--- src/rtl/imm_compressor.sv ---
// Packs 32-bit immediates onto a 16-bit valid/ready bus: sign-extended words go as one
// beat, all others as two beats (low half first). Keeps saturating narrow/wide counts.
module imm_compressor #(
    parameter int CNT_W = 16
) (
    input  logic             clk,
    input  logic             rst_n,
    input  logic             compress_en,
    input  logic [31:0]      in_data,
    input  logic             in_valid,
    output logic             in_ready,
    output logic [15:0]      out_data,
    output logic             out_valid,
    input  logic             out_ready,
    output logic             out_first,
    output logic             out_last,
    output logic             out_narrow,
    output logic [CNT_W-1:0] narrow_cnt,
    output logic [CNT_W-1:0] wide_cnt
);

    typedef enum logic [1:0] {
        IDLE = 2'd0,
        LO   = 2'd1,
        HI   = 2'd2
    } state_t;

    state_t      state;
    state_t      state_nxt;
    logic [31:0] word;
    logic [31:0] word_nxt;
    logic        fits;
    logic        fits_nxt;
    logic        in_fits;
    logic        word_done;
    logic        accept;
    logic        narrow_inc;
    logic        wide_inc;

    // Final beat leaving this cycle frees the holding register for a zero-bubble refill.
    assign word_done  = out_valid && out_last && out_ready;
    assign in_ready   = rst_n && ((state == IDLE) || word_done);
    assign accept     = in_valid && in_ready;
    assign in_fits    = compress_en && (in_data[31:16] == {16{in_data[15]}});
    assign narrow_inc = (state == LO) && fits && out_ready;
    assign wide_inc   = (state == HI) && out_ready;

    always_comb begin
        state_nxt = state;
        word_nxt  = word;
        fits_nxt  = fits;
        case (state)
            LO: begin
                if (out_ready) begin
                    state_nxt = fits ? IDLE : HI;
                end
            end
            HI: begin
                if (out_ready) begin
                    state_nxt = IDLE;
                end
            end
            default: begin
                state_nxt = state;
            end
        endcase
        if (accept) begin
            state_nxt = LO;
            word_nxt  = in_data;
            fits_nxt  = in_fits;
        end
    end

    // Outputs are registered from the next state so they always match the held word.
    always_ff @(posedge clk or negedge rst_n) begin
        if (!rst_n) begin
            state      <= IDLE;
            word       <= '0;
            fits       <= 1'b0;
            out_valid  <= 1'b0;
            out_data   <= '0;
            out_first  <= 1'b0;
            out_last   <= 1'b0;
            out_narrow <= 1'b0;
            narrow_cnt <= '0;
            wide_cnt   <= '0;
        end else begin
            state      <= state_nxt;
            word       <= word_nxt;
            fits       <= fits_nxt;
            out_valid  <= (state_nxt != IDLE);
            out_first  <= (state_nxt == LO);
            out_last   <= ((state_nxt == LO) && fits_nxt) || (state_nxt == HI);
            out_narrow <= (state_nxt == LO) && fits_nxt;
            case (state_nxt)
                LO:      out_data <= word_nxt[15:0];
                HI:      out_data <= word_nxt[31:16];
                default: out_data <= '0;
            endcase
            if (narrow_inc && (narrow_cnt != '1)) begin
                narrow_cnt <= narrow_cnt + CNT_W'(1);
            end
            if (wide_inc && (wide_cnt != '1)) begin
                wide_cnt <= wide_cnt + CNT_W'(1);
            end
        end
    end

endmodule

--- config.mk ---
export PLATFORM = sky130hd
export DESIGN_NAME = imm_compressor
export DESIGN_NICKNAME = d
export VERILOG_FILES = /design/src/rtl/imm_compressor.sv
export SDC_FILE = /design/constraint.sdc
export NUM_CORES = 1
export LEC_CHECK = 0
export BUFFER_PORTS_ARGS = -buffer_cell sky130_fd_sc_hd__buf_2
export CORE_ASPECT_RATIO = 1.4
export CORE_MARGIN = 2
export CORE_UTILIZATION = 57
export CTS_CLUSTER_SIZE = 40
export DETAILED_ROUTE_END_ITERATION = 16
export PLACE_DENSITY = 0.8
export SYNTH_ARGS = -nofsm -noshare
export SYNTH_HDL_FRONTEND = slang
export SYNTH_SLANG_ARGS = --single-unit
export TNS_END_PERCENT = 20
--- constraint.sdc ---
create_clock -name clk -period 5.3 [get_ports clk]
set_clock_uncertainty 0.1 [all_clocks]
set_input_delay 0.795 -clock clk [delete_from_list [all_inputs] [get_ports clk]]
set_output_delay 0.795 -clock clk [all_outputs]
set_load 0.03 [all_outputs]
==> results by group <==
Status
  – Outcome: finished, final reports clean

Worst setup path
  – Worst path max stage delay: roughly 0.69 ns
  – Crit-path most repeated cell: ha_1
  – FF-to-FF setup slack: between 2 and 2.5 ns
  – Crit-path cells: inv_1 -> ha_1 -> a31oi_1 -> nand3b_1 -> buf_4 -> nand2_1 -> ha_1 -> and2_1 -> a32o_1
  – Worst Setup Start Kind: register
  – Crit path max fanout: 37
  – Critical Path RT: 5.47 ns
  – Crit path DAT: around 3.5 ns
  – CP Class: register to register
  – Max stage delay cell, worst path: ha_1
  – Crit. End Element: register

Flow run
  – Max-cap violations: 0

CTS
  – Worst-path clk slew: ~0.090 ns
  – CTS H-Tree Depth: 3
  – Clk_lat worst skew: 0.35 ns
  – Postcts setup bufs: 0
  – Root Buffer: clkbuf_8
  – Post-CTS Hold Fix Bufs: 0
  – Max Root-Sink Buffers: 2
  – CTS Sinks: just under 90
  – CTS tree: done
  – Number of CTS-inserted buffers: 9
  – Post-cts resize count: 0

Routing
  – DR vias: roughly 2600
  – Wire length on met1: 3180 µm
  – TritonRoute pass-1 iters: 4
  – Met2 wire length: between 3000 and 4000 µm
  – WL met3: about 340 µm
  – Avg WL per Cell: 16.0 µm
  – Vias/cell: 5.66
  – DRC: 0
  – Iteration-0 DRC Markers: about 140
  – Routed WL: about 7300 µm
  – DR top layer: met4
  – ANT nets after route: 0

Floorplanning
  – Die H: roughly 100 µm
  – Boundary Pins: 90
  – Core area: between 0.006 and 0.007 mm²
  – Initial core utilization: 58.2%
  – DIE AREA: ~0.0073 mm²
  – Die X: around 73 µm
  – Cell Rows: 35

Synth
  – Post-synthesis sequential area ratio: 57.3%
  – Cell variety after synth: 40
  – Cell accounting for the most synthesized area: dfrtp_1
  – Async SR Flop Fraction: 100%
  – Synth top area cells: dfrtp_1 57%, mux2_4 7.1%, xnor2_1 5.5%, mux2_2 5.0%, nand4_1 2.8%
  – Net Count, Synth: 332
  – Area share of the largest cell type after synthesis: a little under three fifths
  – Post-synth EDFFs: 0
  – Post-Syn Area: ~0.0038 mm²
  – Mapped Avg Cell Area: roughly 13 µm²
  – Synth cell count leaders: 87 x dfrtp_1, 24 x xnor2_1, 19 x nand2_1
  – Total number of yosys warnings: 0
  – Mapped Cells: roughly 290
  – FF+latch count, synth: between 80 and 90
  – Ys flop type: dfrtp_1
  – Most frequent cell after synthesis: dfrtp_1

STA
  – Period minus WS final: 3.28 ns
  – WHS: around 0.32 ns
  – Final hold vios: 0
  – Unrepaired setup endpoints after global routing: no
  – Worst-margin pin slew: 0.889 ns
  – Final setup violation count: 0
  – Worst slew margin: between 40% and 50%
  – Peak Freq: 304 MHz
  – Final slew viol count: 0
  – Setup TNS: 0 ns
  – Final critical-path share of the clock period: 62.0%

Global routing
  – First-pass GRT wire length: ~12000 µm
  – Vias in the first global route: between 2000 and 3000
  – Gr usage total: a little over a fifth
  – Largest net degree at the start of global routing: 48
  – Initial antenna violation count: 0
  – Grt ovf: 0

Pwr
  – IR Drop Worst-Case VDD: approximately 0.30 mV
  – Power per standard cell area: ~500 mW/mm²
  – LEAKAGE: about 0.0023 µW

Final layout
  – Register area: ~0.0022 mm²
  – Multi-input logic area: approximately 0.0015 mm²
  – Final nets: about 420
  – Diode count: 0
  – Area delta synth->final: 17.3%
  – Share of cells above drive strength 1: between 30% and 40%
  – FILL cells: just under 500

Placed design
  – Port Buffer Count: between 80 and 90
  – Dpl hpwl: 5200 µm
  – Gpl congestion: 0.803

Hold path
  – Worst Hold Class: input port to async pin
==> area by class of cell <==
class	instances	area share (%)
repair buffers	91	10.4
inverters	6	0.506
multi-input cells	183	34.0
well taps	74	2.08
clock inverters	4	1.07
flip-flops and latches	87	48.9
clock buffers	10	3.09
==> critical path: cells and delay by family, from the launching register on <==
kind	cells	cell delay [ns]
buf+inv	2	0.54
fa+ha+maj	2	0.88
compound gates	2	0.39
flops	1	0.37
simple gates	3	0.91
==> flip-flops by register name, summed over array words and instances (netlist names), 2 cells and up <==
| register | count |
|---|---|
| wide_cnt | 16 |
| out_data | 16 |
| narrow_cnt | 16 |
| state | 2 |
| word | 32 |
==> routing by layer <==
layer / GRT usage [%] / up-vias
met5: 0 / -
met4: 5.98 / 0
met3: 5.20 / 10
met2: 34.6 / 71
met1: 28.3 / 1275
li1: - / 1221
==> power by group <==
group / switching [µW] / internal (µW)
Combinational: 461 / 328
Clock: 217 / 224
Sequential: 78.6 / 867
Total: 757 / 1420
==> cell usage in the layout (no fill, tap or decap), types with 5 or more instances in the layout <==
| cell | count |
|---|---|
| nand4_1 | 17 |
| nand2_1 | 19 |
| buf_2 | 88 |
| nand3_1 | 16 |
| mux2_2 | 17 |
| a32o_1 | 10 |
| ha_1 | 8 |
| a32o_2 | 6 |
| nor2_1 | 7 |
| dfrtp_1 | 87 |
| mux2_4 | 18 |
| clkbuf_8 | 10 |
| inv_1 | 6 |
| xnor2_1 | 24 |
| nor3_1 | 5 |
==> path summary, 6_finish.rpt <==
kind                                          start                       end  depth (start not counted)
setup / recovery                 state[0]$_DFF_PN0_     out_data[5]$_DFF_PN0_                          9
hold / removal                                rst_n   wide_cnt[6]$_DFFE_PN0P_                          1
setup reg to reg                 state[0]$_DFF_PN0_     out_data[5]$_DFF_PN0_                          9
hold reg to reg            wide_cnt[10]$_DFFE_PN0P_  wide_cnt[10]$_DFFE_PN0P_                          1
max in group asynchronous                     rst_n     out_data[8]$_DFF_PN0_                          2
min in group clk           wide_cnt[10]$_DFFE_PN0P_  wide_cnt[10]$_DFFE_PN0P_                          1
==> per-stage QoR <==
step | power (µW) | instances | area, µm² | worst slack (ns) | utilization, %
global placement | 1720 | 441 | 4270 | 1.72 | 65.4
finish | 2180 | 455 | 4450 | 2.02 | 68.2
floorplan | 1550 | 287 | 3800 | 2.37 | -
CTS | 2200 | 455 | 4450 | 1.96 | 68.2
global route | 2310 | 455 | 4450 | 1.71 | 68.2
detailed placement | 1750 | 441 | 4270 | 1.63 | 65.4
==> kinds of logic after synthesis <==
logic type	Yosys count	synth area share, %
buffers and inverters	17	2.83
and+or+nand+nor	88	12.8
DFF	87	57.3
xor gates and xnor gates	28	6.46
adders and majority gates	8	2.64
AOI/OAI and AO/OA	24	5.77
muxes	35	12.2
No activity file was read; power rests on OpenSTA's default activity.
